## src/rtl/lab2_proc_multi_drop_unit_pkg.sv

```systemverilog
// Shared fetch-path types: memory response layout and in-flight counter width helper.
// Latency: n/a (declarations only).
// Backpressure: n/a.
package lab2_proc_fetch_pkg;

    // 4-byte memory response as carried on the fetch response stream.
    typedef struct packed {
        logic [2:0]  msg_type;
        logic [7:0]  opaque;
        logic [1:0]  test;
        logic [1:0]  len;
        logic [31:0] data;
    } mem_resp_4B_t;

    localparam int MEM_RESP_4B_NBITS = $bits(mem_resp_4B_t);

    // Counter width able to hold every value 0..max inclusive.
    function automatic int inflight_nbits(input int max);
        return $clog2(max + 1);
    endfunction

endpackage

```

## src/rtl/lab2_proc_multi_drop_unit_if.sv

```systemverilog
// Valid/ready message stream bundle used for the memory response and F-stage streams.
// Latency: n/a (wires only).
// Backpressure: producer holds msg/val until rdy is seen high.
// Ports: msg, val (producer -> consumer); rdy (consumer -> producer).
interface lab2_proc_multi_drop_unit_if #(
    parameter int p_msg_nbits = 47
);
    logic [p_msg_nbits-1:0] msg;
    logic                   val;
    logic                   rdy;

    modport master (output msg, output val, input rdy);
    modport slave  (input msg, input val, output rdy);
endinterface

```

## src/rtl/lab2_proc_multi_drop_unit_counter.sv

```systemverilog
// Saturating up/down counter with load, clamped to the range 0..p_max.
// Latency: new value visible one cycle after ld/up/dn.
// Backpressure: none; an up at p_max or a down at 0 is absorbed by saturation.
// Ports: clk, reset (async active-low), ld/ld_val, up, dn, cnt.
module lab2_proc_sat_updown_counter #(
    parameter int p_nbits = 2,
    parameter int p_max   = 2
) (
    input  logic               clk,
    input  logic               reset,
    input  logic               ld,
    input  logic [p_nbits-1:0] ld_val,
    input  logic               up,
    input  logic               dn,
    output logic [p_nbits-1:0] cnt
);
    localparam logic [p_nbits-1:0] MAX = p_nbits'(p_max);
    localparam logic [p_nbits-1:0] ONE = p_nbits'(1);

    logic [p_nbits-1:0] cnt_q;
    logic [p_nbits-1:0] cnt_d;

    always_comb begin
        cnt_d = cnt_q;
        if (ld) begin
            cnt_d = (ld_val > MAX) ? MAX : ld_val;
        end else if (up && !dn) begin
            if (cnt_q < MAX) cnt_d = cnt_q + ONE;
        end else if (dn && !up) begin
            if (cnt_q != '0) cnt_d = cnt_q - ONE;
        end
    end

    always_ff @(posedge clk or negedge reset) begin
        if (!reset) cnt_q <= '0;
        else        cnt_q <= cnt_d;
    end

    assign cnt = cnt_q;
endmodule

```

## src/rtl/lab2_proc_multi_drop_unit.sv

```systemverilog
// In-flight request tracker and squash response dropper between imem responses and F stage.
// Latency: zero-cycle combinational response path; counters update on the next edge.
// Backpressure: PASS forwards ostream.rdy to istream; while dropping istream.rdy is forced high.
// Ports: clk, reset (async active-low), squash, req_xfer, issue_ok, istream (slave),
//        ostream (master), num_inflight, num_to_drop, num_dropped (stats build only).
// Optional macro LAB2_PROC_MULTI_DROP_STATS_EN adds num_dropped and protocol assertions.
module lab2_proc_multi_drop_unit
    import lab2_proc_fetch_pkg::*;
#(
    parameter  int p_msg_nbits    = MEM_RESP_4B_NBITS,
    parameter  int p_max_inflight = 2,
    localparam int CW             = inflight_nbits(p_max_inflight)
) (
    input  logic                         clk,
    input  logic                         reset,
    input  logic                         squash,
    input  logic                         req_xfer,
    output logic                         issue_ok,
    lab2_proc_multi_drop_unit_if.slave   istream,
    lab2_proc_multi_drop_unit_if.master  ostream,
    output logic [CW-1:0]                num_inflight,
    output logic [CW-1:0]                num_to_drop
`ifdef LAB2_PROC_MULTI_DROP_STATS_EN
    ,
    output logic [31:0]                  num_dropped
`endif
);
    localparam logic [CW-1:0] MAX = CW'(p_max_inflight);
    localparam logic [CW-1:0] ONE = CW'(1);

    logic [CW-1:0]          inflight;
    logic [CW-1:0]          drop_cnt;
    logic [CW-1:0]          drop_ld_val;
    logic                   drop_active;
    logic                   dropping;
    logic                   resp_fire;
    logic [p_msg_nbits-1:0] resp_msg;

    assign drop_active = (drop_cnt != '0);
    // A squash drops this cycle's response immediately, before drop_cnt is loaded.
    assign dropping    = squash || drop_active;

    // Reset gating keeps both handshakes idle while reset is held.
    assign istream.rdy = reset && (dropping ? 1'b1 : ostream.rdy);
    assign ostream.val = reset && !dropping && istream.val;
    assign resp_msg    = istream.msg;
    assign ostream.msg = resp_msg;

    assign resp_fire   = istream.val && istream.rdy;
    assign issue_ok    = reset && (inflight < MAX);

    // Everything already issued is dropped, less one if its response is consumed now.
    // A same-cycle req_xfer belongs to the new path and is deliberately not counted.
    assign drop_ld_val = (resp_fire && inflight != '0) ? (inflight - ONE) : inflight;

    lab2_proc_sat_updown_counter #(
        .p_nbits (CW),
        .p_max   (p_max_inflight)
    ) u_inflight (
        .clk    (clk),
        .reset  (reset),
        .ld     (1'b0),
        .ld_val ('0),
        .up     (req_xfer),
        .dn     (resp_fire),
        .cnt    (inflight)
    );

    lab2_proc_sat_updown_counter #(
        .p_nbits (CW),
        .p_max   (p_max_inflight)
    ) u_drop_cnt (
        .clk    (clk),
        .reset  (reset),
        .ld     (squash),
        .ld_val (drop_ld_val),
        .up     (1'b0),
        .dn     (resp_fire && drop_active),
        .cnt    (drop_cnt)
    );

    assign num_inflight = inflight;
    assign num_to_drop  = drop_cnt;

`ifdef LAB2_PROC_MULTI_DROP_STATS_EN
    always_ff @(posedge clk or negedge reset) begin
        if (!reset)                    num_dropped <= '0;
        else if (resp_fire && dropping) num_dropped <= num_dropped + 32'd1;
    end

`ifndef SYNTHESIS
    always @(posedge clk) begin
        if (reset) begin
            assert (!(req_xfer && !issue_ok))
                else $error("req_xfer while issue_ok is low");
            assert (!(istream.val && inflight == '0))
                else $error("istream_val with no request in flight");
        end
    end
`endif
`endif
endmodule
```

## src/flat_wrapper.sv

```systemverilog
// flat-port wrapper written by rule: the top's interface ports become plain ports
module lab2_proc_multi_drop_unit_flat import lab2_proc_fetch_pkg::*;
#(
    parameter  int p_msg_nbits    = MEM_RESP_4B_NBITS,
    parameter  int p_max_inflight = 2,
    localparam int CW             = inflight_nbits(p_max_inflight)
)
  (clk, reset, squash, req_xfer, issue_ok, num_inflight, num_to_drop, istream_msg, istream_val, istream_rdy, ostream_msg, ostream_val, ostream_rdy);
  lab2_proc_multi_drop_unit_if #(.p_msg_nbits(p_msg_nbits)) istream_i ();
  lab2_proc_multi_drop_unit_if #(.p_msg_nbits(p_msg_nbits)) ostream_i ();
  input  logic clk;
  input  logic reset;
  input  logic squash;
  input  logic req_xfer;
  output logic issue_ok;
  output logic [CW-1:0] num_inflight;
  output logic [CW-1:0] num_to_drop;
  input wire logic [$bits(istream_i.msg)-1:0] istream_msg;
  input wire logic [$bits(istream_i.val)-1:0] istream_val;
  output wire logic [$bits(istream_i.rdy)-1:0] istream_rdy;
  output wire logic [$bits(ostream_i.msg)-1:0] ostream_msg;
  output wire logic [$bits(ostream_i.val)-1:0] ostream_val;
  input wire logic [$bits(ostream_i.rdy)-1:0] ostream_rdy;
  assign istream_i.msg = istream_msg;
  assign istream_i.val = istream_val;
  assign istream_rdy = istream_i.rdy;
  assign ostream_msg = ostream_i.msg;
  assign ostream_val = ostream_i.val;
  assign ostream_i.rdy = ostream_rdy;
  lab2_proc_multi_drop_unit #(.p_msg_nbits(p_msg_nbits), .p_max_inflight(p_max_inflight)) u_core (.clk(clk), .reset(reset), .squash(squash), .req_xfer(req_xfer), .issue_ok(issue_ok), .istream(istream_i), .ostream(ostream_i), .num_inflight(num_inflight), .num_to_drop(num_to_drop));
endmodule
```

## config.mk

```make
export PLATFORM = sky130hd
export DESIGN_NAME = lab2_proc_multi_drop_unit_flat
export DESIGN_NICKNAME = d
export VERILOG_FILES = /design/src/rtl/lab2_proc_multi_drop_unit_pkg.sv /design/src/rtl/lab2_proc_multi_drop_unit_if.sv /design/src/rtl/lab2_proc_multi_drop_unit_counter.sv /design/src/rtl/lab2_proc_multi_drop_unit.sv /design/src/flat_wrapper.sv
export SDC_FILE = /design/constraint.sdc
export NUM_CORES = 1
export LEC_CHECK = 0
export ABC_CLOCK_PERIOD_IN_PS = 2050
export CAP_MARGIN = 5
export CELL_PAD_IN_SITES_DETAIL_PLACEMENT = 0
export CELL_PAD_IN_SITES_GLOBAL_PLACEMENT = 1
export CORE_AREA = 10 10 85 87
export DETAILED_ROUTE_END_ITERATION = 6
export DIE_AREA = 0 0 95 97
export GPL_TIMING_DRIVEN = 0
export MAX_ROUTING_LAYER = met4
export PLACE_DENSITY = 0.8
export SLEW_MARGIN = 20
export SYNTH_ARGS = -nofsm -noshare
export SYNTH_HDL_FRONTEND = slang
export SYNTH_SLANG_ARGS = --single-unit
```

## constraint.sdc

```tcl
create_clock -name clk -period 2.05 [get_ports clk]
set_input_delay 0.41 -clock clk [delete_from_list [all_inputs] [get_ports clk]]
set_output_delay 0.41 -clock clk [all_outputs]
set_load 0.01 [all_outputs]
```

==> impl_metrics.yaml <==
outcome:
  status: "finished, final reports clean"
power_and_ir_drop:
  p_clk_share_pct: 17.8
  intPower_uw: 601
  switching_share_pct: 35.7
  seq_power_share_pct: 16.4
  pwr-share-comb_pct: 65.8
  vdd_ir_drop_max_uv: 226
  leakagePower_nw: 0.652
  p_per_area_nw_per_um2: 656
  power_uw: 934
  p_sw_uw: 333
sta:
  fmax_mhz: 515
  hold_violations: 0
  period_minus_slack_ns: 1.94
  setup_viol: 0
  rsz0062_at_grt: "false"
  setup_tns_ns: 0
  max_slew_margin_pct: 84.5
  clock_skew_ns: 0.00149
  worst_pin_slew_ns: 0.233
  slew_viol_final: 0
  post-route-period-util_pct: 94.7
finish:
  fillers: 610
  final_common_cell: "clkdlybuf4s50_1"
  stdcell_count: 220
  fin_nets: 207
  drive_above_1_share_pct: 37.2
  antenna_cells: 0
  areaGrowthSynthToFinish_pct: 102
  final_cell_mix: "clkdlybuf4s50_1 (56), buf_4 (47), inv_1 (4), dfrtp_1 (4)"
clock_network:
  htreeDepth: 1
  insertion_delay_ns: 0.22
  clock_sinks: 4
  clock-root-buffer: "clkbuf_8"
  cts_tree: "built"
  post_cts_buffers: 0
  postCtsHoldBufs: 0
  cts_made_buffers: 3
  cts_buffer_depth: 2
  clk_pin_slew_ns: 0.03
floorplan:
  ios: 107
  die-height_um: 97
  fp.dieArea_um2: 9220
  num_rows: 27
  core_um2: 5470
  die_x_um: 95
  start_util_pct: 12.9
place:
  dp_hpwl_mm: 2.51
  dp.cells: 217
  io_buffers: 59
  gp_congestion: 0.697
synthesis:
  synth_area_per_cell_um2: 8.21
  yosys_warnings: 0
  ys_types: 26
  synthCells: 86
  synthesis.nets: 143
  ys_seq_area_share_pct: 14.2
  synth_seq_cells: 4
  syn_area_um2: 706
critical_path:
  ff2ff_path_depth: 8
  crit_path_start_kind: "primary input"
  crit_path_top_delay_cell: "clkdlybuf4s50_1"
  reg2reg_slack_ns: 0.30
  r2r-end: "u_core.u_inflight.cnt[0]$_DFFE_PN0P_"
  worstReg2RegStart: "u_core.u_drop_cnt.cnt[0]$_DFFE_PN0P_"
  worstPathArrival_ns: 1.53
  worstPathRequired_ns: 1.64
  crit_type: "primary input to primary output"
  crit_path_max_fanout: 4
  crit_chain: "clkdlybuf4s50_1, inv_2, nand3_1, and2_1, dlygate4sd2_1"
  max_stage_delay_ns: 0.48
  cp-end-kind: "primary output"
global_routing:
  gr-total-overflow: 0
  grt_max_degree: 12
  grt_pass1_vias: 777
  track_usage_pct: 5.30
  grt_antenna_before_repair: 0
  grt_pass1_wl_mm: 3.75
routing:
  wl_per_cell_um: 12.4
  postRouteAntennaNets: 0
  drtIter0Drc: 6
  vias: 736
  drt_first_pass_iters: 3
  wl_mm: 2.72
  route.detailed.drc: 0
  vias_per_cell: 3.35
min_path:
  hp-class: "primary input to asynchronous set/reset pin"
job:
  max_cap_viol_count: 0
-- how the worst max path moves through the flow --
stage	from	endpoint	slack [ns]	cells after the start
final	squash	istream_rdy	0.11	5
after global placement	reset	ostream_val	-0.30	3
after global routing	squash	u_core.u_inflight.cnt[0]$_DFFE_PN0P_	0.05	8
after CTS	reset	issue_ok	0.02	3
after detailed placement	reset	ostream_val	-0.31	3
after floorplan	u_core.u_drop_cnt.cnt[0]$_DFFE_PN0P_	u_core.u_inflight.cnt[0]$_DFFE_PN0P_	0.38	8
-- final cells by class --
type | count | area [um^2] | area share, %
repair buffers | 59 | 583 | 41.0
plain buffers | 47 | 353 | 24.8
multi-input cells | 29 | 233 | 16.4
flip-flops and latches | 4 | 100 | 7.04
well taps | 72 | 90.1 | 6.33
clock buffers | 3 | 41.3 | 2.90
inverters | 6 | 22.5 | 1.58
-- cells by family (layout without fill, tap and decap cells) --
kind of cell | Yosys count | in the layout | synth area share (%)
flops | 4 | 4 | 14.2
simple gates | 12 | 12 | 10.6
compound gates | 9 | 9 | 9.40
xor+xnor | 2 | 2 | 2.48
buf+inv | 53 | 115 | 53.2
fa+ha+maj | 4 | 4 | 7.09
mux | 2 | 2 | 3.01
-- registers in the layout (all words and copies together), names as in the netlist --
| signal | count |
|---|---|
| u_core.u_drop_cnt.cnt | 2 |
| u_core.u_inflight.cnt | 2 |
-- stage by stage --
stage               setup WS (ns)  utilization [%]  hold WS [ns]  area (um^2)
global route               0.0491             26.0        0.0531         1420
floorplan                   0.377                -         0.114          706
detailed placement         -0.309             25.3         0.536         1390
global placement           -0.302             25.3         0.537         1390
CTS                        0.0180             26.0         0.231         1420
finish                      0.109             26.0        0.0456         1420
-- worst max-delay path, delay by kind of cell --
family,cells,cell delay [ns]
buffers and inverters,3,0.87
AND/OR/NAND/NOR,2,0.24
-- power by group through the flow --
stage	registers (mW)	clock network, mW	logic (mW)
2_1_floorplan	0.170	0	0.339
6_report	0.153	0.166	0.614
5_1_grt	0.161	0.177	0.682
3_3_place_gp	0.154	0	0.621
4_1_cts	0.155	0.169	0.625
3_5_place_dp	0.155	0	0.623
-- timing repair --
item,in CTS,in global routing
pin swaps,0,0
resized for setup,4,3
setup endpoints to repair,3,2
-- synth_stat cells --
library cell | n | share of area (%)
inv_2 | 1 | 0.53
and4b_1 | 1 | 1.4
and4_1 | 1 | 1.2
o31ai_1 | 1 | 1.1
xnor2_1 | 1 | 1.2
inv_1 | 5 | 2.7
a31oi_1 | 1 | 0.89
o211ai_1 | 1 | 1.1
nand3b_1 | 2 | 2.1
a21o_1 | 1 | 1.1
nor2b_1 | 1 | 0.89
buf_4 | 47 | 50
mux2_1 | 1 | 1.6
nand3_1 | 3 | 2.1
a22oi_1 | 1 | 1.1
a211oi_2 | 1 | 1.8
ha_1 | 4 | 7.1
mux2i_1 | 1 | 1.4
nor2_1 | 2 | 1.1
xor2_1 | 1 | 1.2
o21a_1 | 1 | 1.1
and2_1 | 1 | 0.89
o21ai_1 | 1 | 0.71
dfrtp_1 | 4 | 14
nand4_1 | 1 | 0.89
o21ai_0 | 1 | 0.71
-- per-layer routing --
| metal | vias to the layer above | wire, um | track usage, % |
|---|---|---|---|
| li1 | 366 | - | - |
| met1 | 298 | 1010 | 5.22 |
| met2 | 67 | 1250 | 8.40 |
| met3 | 5 | 395 | 2.39 |
| met4 | 0 | 62 | 3.09 |
| met5 | - | 0 | - |
(Power assumes the default switching activity.)
==> patch, RTL diff (config.mk and constraints unchanged) <==
`p_max_inflight` is set to 2 in 2 places; all go to 4.
--- a/src/rtl/lab2_proc_multi_drop_unit.sv
+++ b/src/rtl/lab2_proc_multi_drop_unit.sv
@@ -8,7 +8,7 @@
     import lab2_proc_fetch_pkg::*;
 #(
     parameter  int p_msg_nbits    = MEM_RESP_4B_NBITS,
-    parameter  int p_max_inflight = 2,
+    parameter  int p_max_inflight = 4,
     localparam int CW             = inflight_nbits(p_max_inflight)
 ) (
     input  logic                         clk,
--- a/src/flat_wrapper.sv
+++ b/src/flat_wrapper.sv
@@ -2,7 +2,7 @@
 module lab2_proc_multi_drop_unit_flat import lab2_proc_fetch_pkg::*;
 #(
     parameter  int p_msg_nbits    = MEM_RESP_4B_NBITS,
-    parameter  int p_max_inflight = 2,
+    parameter  int p_max_inflight = 4,
     localparam int CW             = inflight_nbits(p_max_inflight)
 )
   (clk, reset, squash, req_xfer, issue_ok, num_inflight, num_to_drop, istream_msg, istream_val, istream_rdy, ostream_msg, ostream_val, ostream_rdy);
Ports: changed (resized num_inflight and num_to_drop); port bits go from 107 to 109. The function was not compared with the original's and may differ.
==> patch against the original RTL <==
- combinational power increased by 41%
- routed wire length increased by 21%
- first-iteration DRC count increased to 2.8 times the old value
- synthesized area increased by 34%
- final area increased by 20%
- sequential share of layout area increased by 1.8 points
- total power increased by 38%
- sequential cell count increased by 2
- clock skew decreased by 0.00093 ns
- worst setup slack got worse by 0.012 ns
- hold slack improved by 0.094 ns
- critical endpoint is now u_core.u_inflight.cnt[1]
- largest cell class unchanged
==> patch: results <==
[finish]
insertedDiodeCount = 0
nNetsFinal = 239
layout-drive-gt1-share_pct = 35.96

[power]
peakVddDrop_uv = 251.2
p_leak_nw = 0.7484

[global_routing]
grt_use_met3_pct = 1.311
grt_pass1_wl_um = 4795
antenna_found_initial = 0
track_usage_pct = 6.731
gr-usage-met1_pct = 7.232
grt_pass1_vias = 1005
grt_max_degree = 11
grt_util_met2_pct = 11.50

[logic_synthesis]
ys_seq_area_share_pct = 15.89
ys_types = 31
netlist_top_cells_area = "buf_4 37%, dfrtp_1 16%, ha_1 7.9%"
synth_common_cells = "47 x buf_4, 6 x dfrtp_1, 6 x ha_1, 5 x inv_1, 5 x nor3_1"
synth_flop_cell = "dfrtp_1"
ys_warn_count = 0
synth_nets = 172
synth_async_sr_flop_share_pct = 100.0

[placed_design]
dpl.hpwl_um = 2893
dp_worst_setup_slack_ns = -0.5797
portBuffers = 60
place_area_um2 = 1635
gp_congestion = 0.7476

[clocking]
clockBufferDepth = 2
clk_pin_slew_ns = 0.04
clk_latency_ns = 0.22
cts_root_buf = "clkbuf_8"
cts.htree.levels = 1
cts_buffers = 3

[sta]
final.setup_skew_ns = 0.0005661
slew_headroom_pct = 82.35
period_minus_slack_ns = 1.953

[setup_path]
arrival_ns = 2.05
reg2reg_to = "u_core.u_inflight.cnt[1]"
crit_path_start = "istream_val"
r2r_cells = 9
crit_fanout = 7
r2r_slack_ns = 0.11
rr_startpoint = "u_core.u_drop_cnt.cnt[0]"

[min_path]
hold_path.class = "in -> async"

[detailed_routing]
routed-via-count = 933
finalWirelength_um = 3289
first_pass_iters = 4
drtIter0Drc = 17

[run_status]
status = "completed"
[patch: changes by cell type after synthesis, moves of 2 or more]
cell and delta:
nor3_1 +5, a21oi_1 +4, nand2_1 +4, dfrtp_1 +2, ha_1 +2, nand2b_1 +2
nand3_1 -2, nand3b_1 -2, nor2_1 +2, nor2b_1 +2, nor2b_4 +2, o21ai_0 +2
o21bai_1 +2
[patch: stage by stage]
stage / total power, mW / hold WS [ns] / instances / TNS (ns)
after global routing: 1.414 / 0.1534 / 250 / -0.02386
after CTS: 1.284 / 0.1390 / 248 / 0
after floorplan: 0.7533 / 0.1144 / 113 / 0
final: 1.289 / 0.1401 / 250 / 0
after global placement: 1.077 / 0.6513 / 245 / -2.764
after detailed placement: 1.092 / 0.6564 / 245 / -2.857
[patch: cell families after synthesis]
kind of cell | synth area share, %
adders and majority gates | 7.947
buffers and inverters | 41.06
and+or+nand+nor | 16.42
DFF | 15.89
xor gates and xnor gates | 2.782
muxes | 1.589
AOI/OAI and AO/OA | 14.30
[patch: what timing repair did]
| item | CTS | global route |
|---|---|---|
| resized for setup | 5 | 3 |
| pin swaps | 0 | 0 |
| endpoints found under the hold margin | 0 | 0 |
| setup buffers | 0 | 2 |
| hold buffers | 0 | 0 |
| setup endpoints to repair | 7 | 3 |
[patch: routing by layer]
metal	vias to the layer above	wire length [µm]
met4	0	40
met5	-	0
met2	56	1706
met1	417	1240
li1	458	-
met3	2	302
[patch: worst max-delay path by stage]
stage / end / slack (ns) / cells past startpoint
floorplan: u_core.u_inflight.cnt[1] / 0.1 / 9
global placement: u_core.u_inflight.cnt[1] / -0.56 / 8
detailed placement: u_core.u_inflight.cnt[1] / -0.58 / 8
CTS: u_core.u_inflight.cnt[1] / 0.02 / 9
global route: u_core.u_inflight.cnt[1] / -0.02 / 9
finish: u_core.u_inflight.cnt[1] / 0.1 / 8
[patch: final cells by class]
type,instances,area (µm²)
Tap cell,72,90.09
Multi-Input combinational cell,53,419.2
Clock buffer,3,41.29
Buffer,49,369.1
Timing Repair Buffer,62,614.3
Sequential cell,6,150.1
Fill cell,604,3770
Inverter,5,18.77
[patch: critical path, stage by stage]
cell and delay (ns):
clkdlybuf4s50_1 0.49, nand2_2 0.12, a21o_1 0.21, ha_4 0.31, nor2_1 0.04, o21ai_0 0.13
a21oi_1 0.09, a221o_1 0.26
[patch: report_power, final]
group          internal, mW  switching [mW]  leakage, nW
logic                 0.483           0.384        0.658
clock network         0.126          0.0533       0.0216
registers             0.177          0.0661       0.0687
